`config.mk`:
```
export PLATFORM = sky130hd
export DESIGN_NAME = trng_conditioner
export DESIGN_NICKNAME = d
export VERILOG_FILES = /design/src/rtl/trng_pkg.sv /design/src/rtl/trng_conditioner_sync_ff.sv /design/src/rtl/trng_conditioner.sv
export SDC_FILE = /design/constraint.sdc
export NUM_CORES = 1
export LEC_CHECK = 0
export CAP_MARGIN = 20
export CORE_MARGIN = 2
export CORE_UTILIZATION = 50
export DETAILED_ROUTE_END_ITERATION = 7
export PLACE_DENSITY = 0.74
export SLEW_MARGIN = 20
export SYNTH_ARGS = -nofsm -noshare
export SYNTH_HDL_FRONTEND = slang
export SYNTH_SLANG_ARGS = --single-unit
```
`constraint.sdc`:
```
create_clock -name clk -period 2.7 [get_ports clk]
set_clock_uncertainty 0.15 [all_clocks]
set_input_delay 0.675 -clock clk [delete_from_list [all_inputs] [get_ports clk]]
set_output_delay 0.675 -clock clk [all_outputs]
set_load 0.01 [all_outputs]
```
`src/rtl/trng_pkg.sv`:
```
// Shared defaults and width helper for the TRNG conditioner.
package trng_pkg;

   // Default configuration of the conditioner.
   localparam int DEF_SYNC_STAGES = 2;
   localparam int DEF_SAMPLE_DIV  = 4;
   localparam int DEF_WORD_W      = 8;
   localparam int DEF_REP_LIMIT   = 32;

   // Bits needed to hold values 0..n-1, never less than one bit.
   function automatic int cnt_w(input int n);
      int w;
      w = $clog2(n);
      if (w < 1) begin
         w = 1;
      end
      return w;
   endfunction

endpackage

```
`src/rtl/trng_conditioner_sync_ff.sv`:
```
// N-stage single-bit synchroniser with synchronous active-high reset.
// The first stage is the only flop that sees the asynchronous input.
module sync_ff #(
   parameter int N = 2
) (
   input  logic clk,
   input  logic rst,
   input  logic d,
   output logic q
);

   logic [N-1:0] stages;

   // Shift the input through the chain; the oldest stage is the output.
   always_ff @(posedge clk) begin
      if (rst) begin
         stages <= '0;
      end else begin
         stages <= {stages[N-2:0], d};
      end
   end

   assign q = stages[N-1];

endmodule

```
`src/rtl/trng_conditioner.sv`:
```
// TRNG conditioner: synchronises the ring-oscillator bit, decimates it,
// removes bias with a von Neumann corrector, packs corrected bits into
// words and runs a repetition-count health test on the raw samples.
//
// Output stream: a word moves when out_valid and out_ready are both high
// on a rising edge. While out_valid is high and out_ready is low, out_data
// and out_valid hold. A full word waiting in the packer reloads the output
// register in the same cycle as a transfer, so words can go back to back.
module trng_conditioner
   import trng_pkg::*;
#(
   parameter int SYNC_STAGES = DEF_SYNC_STAGES,
   parameter int SAMPLE_DIV  = DEF_SAMPLE_DIV,
   parameter int WORD_W      = DEF_WORD_W,
   parameter int REP_LIMIT   = DEF_REP_LIMIT
) (
   input  logic              clk,
   input  logic              rst,
   input  logic              rnd_in,
   input  logic              en,
   output logic [WORD_W-1:0] out_data,
   output logic              out_valid,
   input  logic              out_ready,
   output logic              health_fail
);

   localparam int DIV_W = cnt_w(SAMPLE_DIV);
   localparam int BIT_W = cnt_w(WORD_W + 1);
   localparam int REP_W = cnt_w(REP_LIMIT + 1);

   localparam logic [DIV_W-1:0] DIV_LAST = DIV_W'(SAMPLE_DIV - 1);
   localparam logic [BIT_W-1:0] BIT_FULL = BIT_W'(WORD_W);
   localparam logic [REP_W-1:0] REP_MAX  = REP_W'(REP_LIMIT);

   // Raw sample source (last synchroniser stage).
   logic raw;

   // Decimation.
   logic [DIV_W-1:0] div_cnt;
   logic             tick;

   // Von Neumann pair buffer and its corrected output.
   logic pair_full;
   logic pair_a;
   logic vn_valid;
   logic vn_bit;

   // Packer.
   logic [WORD_W-1:0] shift;
   logic [BIT_W-1:0]  bit_cnt;
   logic              word_full;
   logic              load;
   logic              accept_bit;
   logic              xfer;

   // Health test.
   logic [REP_W-1:0] rep_cnt;
   logic [REP_W-1:0] rep_next;
   logic             prev_sample;
   logic             have_prev;
   logic             trip;
   logic             kill;

   sync_ff #(
      .N(SYNC_STAGES)
   ) u_sync (
      .clk(clk),
      .rst(rst),
      .d  (rnd_in),
      .q  (raw)
   );

   // ------------------------------------------------------------------
   // Decimation: one raw sample every SAMPLE_DIV enabled cycles.
   // ------------------------------------------------------------------
   assign tick = en & (div_cnt == DIV_LAST);

   // Count enabled cycles, wrapping at the tick; disabled holds at zero.
   always_ff @(posedge clk) begin
      if (rst) begin
         div_cnt <= '0;
      end else if (!en || tick) begin
         div_cnt <= '0;
      end else begin
         div_cnt <= div_cnt + DIV_W'(1);
      end
   end

   // ------------------------------------------------------------------
   // Von Neumann corrector: 10 -> 1, 01 -> 0, 00/11 -> nothing.
   // ------------------------------------------------------------------
   assign vn_valid = tick & pair_full & (pair_a != raw);
   assign vn_bit   = pair_a;

   // Hold the first bit of a pair; any second bit empties the buffer.
   always_ff @(posedge clk) begin
      if (rst) begin
         pair_full <= 1'b0;
         pair_a    <= 1'b0;
      end else if (!en) begin
         pair_full <= 1'b0;
      end else if (tick) begin
         if (!pair_full) begin
            pair_a    <= raw;
            pair_full <= 1'b1;
         end else begin
            pair_full <= 1'b0;
         end
      end
   end

   // ------------------------------------------------------------------
   // Repetition-count health test on raw samples.
   // ------------------------------------------------------------------

   // Next run length: restart at 1 on a new value, saturate at the limit.
   always_comb begin
      rep_next = rep_cnt;
      if (tick) begin
         if (have_prev && (raw == prev_sample)) begin
            if (rep_cnt == REP_MAX) begin
               rep_next = REP_MAX;
            end else begin
               rep_next = rep_cnt + REP_W'(1);
            end
         end else begin
            rep_next = REP_W'(1);
         end
      end
   end

   assign trip = tick & (rep_next == REP_MAX);
   assign kill = health_fail | trip;

   // Track the run of identical samples and latch a sticky failure.
   always_ff @(posedge clk) begin
      if (rst) begin
         rep_cnt     <= '0;
         prev_sample <= 1'b0;
         have_prev   <= 1'b0;
         health_fail <= 1'b0;
      end else begin
         if (tick) begin
            rep_cnt     <= rep_next;
            prev_sample <= raw;
            have_prev   <= 1'b1;
         end
         if (trip) begin
            health_fail <= 1'b1;
         end
      end
   end

   // ------------------------------------------------------------------
   // Packer and output register.
   // ------------------------------------------------------------------
   assign xfer      = out_valid & out_ready;
   assign word_full = (bit_cnt == BIT_FULL);
   // A full word moves to the output when the slot is free or being emptied.
   assign load      = word_full & (~out_valid | xfer);
   // A corrected bit is kept when there is room, including room freed by load.
   assign accept_bit = vn_valid & (~word_full | load);

   // Shift corrected bits in at the LSB; a load restarts the word.
   always_ff @(posedge clk) begin
      if (rst || kill) begin
         shift   <= '0;
         bit_cnt <= '0;
      end else if (accept_bit) begin
         if (load) begin
            shift   <= {{(WORD_W-1){1'b0}}, vn_bit};
            bit_cnt <= BIT_W'(1);
         end else begin
            shift   <= {shift[WORD_W-2:0], vn_bit};
            bit_cnt <= bit_cnt + BIT_W'(1);
         end
      end else if (load) begin
         shift   <= '0;
         bit_cnt <= '0;
      end
   end

   // Output slot: load a finished word, drop it on transfer or failure.
   always_ff @(posedge clk) begin
      if (rst) begin
         out_data  <= '0;
         out_valid <= 1'b0;
      end else if (kill) begin
         out_valid <= 1'b0;
      end else if (load) begin
         out_data  <= shift;
         out_valid <= 1'b1;
      end else if (xfer) begin
         out_valid <= 1'b0;
      end
   end

endmodule

```
==> impl_metrics.toml, run 1 <==
[run_status]
status = "finished clean"

[floorplan]
initial_utilization_pct = 53.6
rows = 20
die_w_um = 61.7
dieHeight_um = 61.7
core_um2 = 3100
dieArea_um2 = 3800
io_pins = 15

[synth]
synth_top_cell_by_area = "dfxtp_1"
avgSynthCellArea_um2 = 9.14
synth_area_leaders = "dfxtp_1 (43%), nand2b_1 (6.8%), a22oi_1 (5.0%)"
synth_cell_types = 38
syn-cell-area_um2 = 1660
yosysMostFrequentCell = "dfxtp_1"
synth_top_area_share_pct = 43.3
synth_nets = 192
synth_edf_count = 0
synth-main-ff-cell = "dfxtp_1"
ys_seq_area_share_pct = 43.3
async_flop_share_pct = 0
yosysWarnings = 0
syn_inst = 182
synthTopCellsByCount = "dfxtp_1 (36), nand2b_1 (18), nor2_1 (13)"
ys_ff_latch = 36

[worst_setup_path]
crit_type = "primary input to register"
crit_path_max_fanout = 9
arrival_ps = 2360
cp.required_ps = 2840
worst_setup_path_end_kind = "register"
critical-path-slowest-cell = "clkdlybuf4s50_1"
critPathTopFamily = "simple AND/OR/NAND/NOR gates"
critPathMaxStageDelay_ps = 450
timing.critical_path.mode_cell = "nor2_2"
r2r_setup_slack_ps = 630
start_kind = "primary input"
path_cells = "clkdlybuf4s50_1 > and2_1 > nand3_1 > nor2_2 > nor2_1 > a22oi_1 > nor2_2"
path_buf_inv = 1

[grt]
grtUsageMet1_pct = 23.3
track_usage_pct = 19.6
busiest_layer = "met2"
use_met3_pct = 6.93
grt_use_met2_pct = 31.7
grt_overflow = 0
grt_pass1_wl_mm = 5.44
grt_max_degree = 33
antenna_found_initial = 0
grt_pass1_vias = 1288

[sta]
setup_tns_ps = 0
maxSlewHeadroom_pct = 63.4
drv_slew = 0
tightestPinTransition_ps = 548
rsz0062_at_grt = "false"
hold_viol = 0
finalCritPeriodShare_pct = 82.3
fmax_mhz = 450
finalSetupViolCount = 0
post-route-min-period_ps = 2220

[clock_tree]
root_buffer = "clkbuf_4"
cts.sinks = 36
cts_buffers = 5
cts.clk_slew.worst_paths_ps = 110
clockBufferDepth = 2
cts_tree = "done"
postCtsSetupRepairBufs = 0
ctsHoldBuffers = 0
clk_latency_ps = 350
cts_resized = 0
htreeDepth = 2

[detailed_routing]
drtPass1Iterations = 5
wl_per_cell_um = 13.2
drt_iter0_drc = 66
vias_per_cell = 5.51
routed_wl_mm = 3.21
drtAntennaViolNets = 0
vias = 1344
drcViolationCount = 0

[min_path]
min_path_type = "register to register"

[power_and_ir_drop]
total_leakage_power_nw = 0.630
powerDensity_nw_per_um2 = 494
irDropWorstVdd_v = 0.000341

[flow_run]
cap_violations = 0

[placed_design]
gp_congestion = 0.819
dp_cells = 236
dpl_cell_area_um2 = 1830
io_buffers = 14
place_hpwl_mm = 2.25

[finish]
final_nets = 209
final_cells = 244
layout-drive-gt1-share_pct = 14.5
area_growth_syn_to_layout_pct = 15.1
num-fill-cells = 303
diodes = 0
stdcell_area_um2 = 1910
## per-stage QoR
stage	utilization (%)	setup WS [ps]	power, mW	hold slack (ps)
finish	61.7	478	0.945	305
global route	61.7	222	0.979	315
CTS	61.7	470	0.955	308
detailed placement	59.1	99.3	0.577	283
global placement	59.1	211	0.576	265
floorplan	-	678	0.568	258
## state kept, by name, indices dropped and copies added, names as in the netlist
name,cells
shift,8
u_sync.stages,2
health_fail,1
pair_full,1
out_data,8
have_prev,1
pair_a,1
rep_cnt,6
div_cnt,2
out_valid,1
prev_sample,1
bit_cnt,4
## worst register-to-register path: stages, from the launching register on
cell	delay (ps)
dfxtp_1	450
inv_1	110
ha_1	340
or3_1	420
a21oi_2	140
nor3b_1	70
buf_4	180
mux2i_1	120
## kinds of logic after synthesis
| logic type | Yosys count | share of synthesized area [%] |
|---|---|---|
| multiplexers | 8 | 4.82 |
| AND/OR/NAND/NOR | 83 | 27.8 |
| XOR/XNOR | 4 | 2.11 |
| flip-flops | 36 | 43.3 |
| buffers and inverters | 12 | 4.14 |
| AO/OA/AOI/OAI | 34 | 14.0 |
| adder cells (fa/ha/maj) | 5 | 3.76 |
## cell usage in the layout (no fill, tap or decap), types with 2 or more instances in the layout
| cell | synthesis | routed |
|---|---|---|
| o21ai_0 | 7 | 7 |
| and2_1 | 3 | 3 |
| nor2b_1 | 2 | 2 |
| a21oi_2 | 2 | 2 |
| nor3b_1 | 2 | 2 |
| buf_4 | 0 | 4 |
| dfxtp_1 | 36 | 36 |
| a22oi_1 | 11 | 11 |
| o21a_1 | 2 | 2 |
| a21oi_1 | 6 | 6 |
| nor3_1 | 4 | 4 |
| xnor2_1 | 2 | 2 |
| xor2_1 | 2 | 2 |
| ha_1 | 5 | 5 |
| nand3_1 | 7 | 7 |
| nor2_2 | 11 | 11 |
| or3_1 | 3 | 3 |
| nand2_1 | 12 | 12 |
| nand2b_1 | 18 | 18 |
| clkbuf_4 | 0 | 5 |
| clkdlybuf4s50_1 | 0 | 14 |
| inv_1 | 4 | 4 |
| mux2i_1 | 8 | 8 |
| nor2_1 | 13 | 13 |
## power breakdown
part	total [mW]	switching, mW	leakage [nW]	internal [mW]
registers	0.536	0.00207	0.291	0.534
clock network	0.380	0.187	0.0412	0.193
logic	0.0293	0.0140	0.298	0.0153
## path summary, 6_finish.rpt
check                   startpoint                to  cells past startpoint
setup reg to reg        rep_cnt[0]       out_data[7]                      7
hold / removal    u_sync.stages[0]  u_sync.stages[1]                      1
hold reg to reg   u_sync.stages[0]  u_sync.stages[1]                      1
setup / recovery                en          shift[0]                      7
## routing by layer
| metal | share of wire, % | vias up |
|---|---|---|
| li1 | - | 667 |
| met1 | 44 | 627 |
| met2 | 47 | 42 |
| met3 | 6.4 | 8 |
| met4 | 1.9 | 0 |
| met5 | 0 | - |
## cell type report
class / count / area (µm²) / share of cell area, %
clock buffer: 5 / 37.5 / 1.96
multi-input combinational: 134 / 873 / 45.6
timing repair buffer: 18 / 170 / 8.89
tap: 44 / 55.1 / 2.88
sequential: 36 / 721 / 37.6
clock inverter: 3 / 42.5 / 2.22
inverter: 4 / 15.0 / 0.784
Note: power is estimated with default switching activity, not from simulation.
==> run 2: changes to the inputs <==
--- a/config.mk
+++ b/config.mk
@@ -9,7 +9,7 @@
 export CORE_MARGIN = 2
 export CORE_UTILIZATION = 50
 export DETAILED_ROUTE_END_ITERATION = 7
-export PLACE_DENSITY = 0.74
+export PLACE_DENSITY = 0.77
 export SLEW_MARGIN = 20
 export SYNTH_ARGS = -nofsm -noshare
 export SYNTH_HDL_FRONTEND = slang
==> constraint.sdc (replaced) <==
create_clock -name clk -period 2 [get_ports clk]
set_clock_uncertainty 0.15 [all_clocks]
set_input_delay 0.5 -clock clk [delete_from_list [all_inputs] [get_ports clk]]
set_output_delay 0.5 -clock clk [all_outputs]
set_load 0.01 [all_outputs]
==> run 2 against run 1 <==
Net effect: first-iteration DRC count up 12%; clock-buffer cell count did not move; hold slack gained 0.96 ps; cell count grew 4.9%; global-route usage shrank 0.42 points; total power up 35%; sequential power increased by 35%; clock power grew 36%; wire length up 3.3%; critical path depth is the same.
==> impl_metrics.toml, run 2 (synthesis gave the netlist of run 1 again) <==
[run_status]
status = "finished clean"

[power_and_ir_drop]
swShare_pct = 21.7
clkPwrFrac_pct = 40.2
total_leakage_power_nw = 0.718
p_int_mw = 1.00
combPwrFrac_pct = 3.3
seq_power_share_pct = 56.5
p_sw_mw = 0.277
irDropWorstVdd_v = 0.000559
powerDensity_nw_per_um2 = 620
p_total_mw = 1.28

[placed_design]
io_buffers = 14
place_hpwl_mm = 2.31
dpl_cell_area_um2 = 1930
gp_congestion = 0.793

[grt]
grt_pass1_vias = 1215
track_usage_pct = 19.2
grt_max_degree = 33
grt_overflow = 0
grt_pass1_wl_mm = 5.32
antenna_found_initial = 0

[worst_setup_path]
path_buf_inv = 0
crit_cells = 7
r2r-start = "rep_cnt[0]"
crit_path_max_fanout = 7
path_cells = "ha_2 > nand2_1 > a21oi_2 > o221ai_2 > a21oi_4 > or3_4 > a211oi_2"
arrival_ps = 2070
crit_type = "register to register"
reg2reg_depth = 7
worst_setup_path_end_kind = "register"
critPathMaxStageDelay_ps = 440
crit_start = "rep_cnt[0]"
critPathTopFamily = "compound AO/OA/AOI/OAI gates"
start_kind = "register"
cp.required_ps = 2140
critical-path-slowest-cell = "or3_4"

[sta]
post-route-min-period_ps = 1930
finalSetupViolCount = 0
setup_tns_ps = 0
maxSlewHeadroom_pct = 79.7
hold_viol = 0
finalCritPeriodShare_pct = 96.5
fmax_mhz = 518
drv_slew = 0
tightestPinTransition_ps = 302
rsz0062_at_grt = "false"

[detailed_routing]
routed_wl_mm = 3.32
wl_per_cell_um = 13.0
vias_per_cell = 5.27
drtPass1Iterations = 4
vias = 1350
drt_iter0_drc = 74
drcViolationCount = 0
drtAntennaViolNets = 0

[finish]
diodes = 0
stdcell_area_um2 = 2060
final_common_cell = "dfxtp_1"
reg.largest.list = "out_data (8), shift (8), rep_cnt (6)"
area_growth_syn_to_layout_pct = 24.1
layout-drive-gt1-share_pct = 24.1
layout_common_cells = "dfxtp_1 (31), nand2b_1 (18), buf_4 (14)"
final_nets = 221

[min_path]
hold-path-cell-count = 1
min_path_type = "register to register"
hold_start = "div_cnt[0]"

[clock_tree]
htreeDepth = 2
cts.sinks = 36
clockBufferDepth = 2
cts.clk_slew.worst_paths_ps = 120
postCtsSetupRepairBufs = 0
cts_buffers = 5
cts_tree = "done"
clk_latency_ps = 350
root_buffer = "clkbuf_4"

[floorplan]
die_w_um = 61.7
dieArea_um2 = 3800
initial_utilization_pct = 53.6
dieHeight_um = 61.7
core_um2 = 3100
io_pins = 15
rows = 20

[flow_run]
cap_violations = 0
## run 2: cell types whose count changed in the layout (fill, tap and decap cells not counted), sizes merged
cell           previous run  this run
clkdlybuf4s50            14        13
dlymetal6s2s              0         1
buf                       4        15
or3                       4         5
## run 2: metrics by stage
stage          hold WS (ps)  util (%)  setup slack, ps  instances
5_1_grt                 321      66.5             5.59        256
3_5_place_dp            288      62.2             -268        247
6_report                306      66.5             69.2        256
2_1_floorplan           258         -             87.0        182
4_1_cts                 309      65.0          0.00755        255
3_3_place_gp            265      62.2             -189        247
## run 2: repair_timing
| action | in CTS | in global routing |
|---|---|---|
| resized for setup | 3 | 11 |
| hold buffers | 0 | 0 |
| pin swaps | 0 | 2 |
| setup endpoints to repair | 9 | 22 |
| cloned | 0 | 1 |
## run 2: per-layer routing
| layer | global-route usage, % | vias up | share of wire, % |
|---|---|---|---|
| met2 | 28.9 | 32 | 47 |
| met1 | 25.1 | 616 | 47 |
| met4 | 10.0 | 0 | 2.3 |
| li1 | - | 692 | - |
| met3 | 5.25 | 10 | 4.0 |
| met5 | 0 | - | 0 |
## run 2: area by class of cell
| cell class | instances | area (µm²) |
|---|---|---|
| Sequential cell | 36 | 729 |
| Tap cell | 44 | 55.1 |
| Clock inverter | 3 | 42.5 |
| Inverter | 4 | 15.0 |
| Multi-Input combinational cell | 135 | 916 |
| Fill cell | 271 | 1040 |
| Clock buffer | 5 | 37.5 |
| Timing Repair Buffer | 29 | 268 |
## run 2: worst paths after layout
check / to / slack [ps]
worst min-delay path: div_cnt[0] / 310
worst max-delay path: bit_cnt[3] / 70
worst min register to register: div_cnt[0] / 310
worst max register to register: bit_cnt[3] / 70
## run 2: power by group through the flow
stage          Combinational, mW  Clock, mW  Sequential (mW)
3_5_place_dp              0.0400          0            0.740
2_1_floorplan             0.0275          0            0.739
6_report                  0.0425      0.515            0.722
3_3_place_gp              0.0387          0            0.739
4_1_cts                   0.0402      0.521            0.723
5_1_grt                   0.0461      0.551            0.723
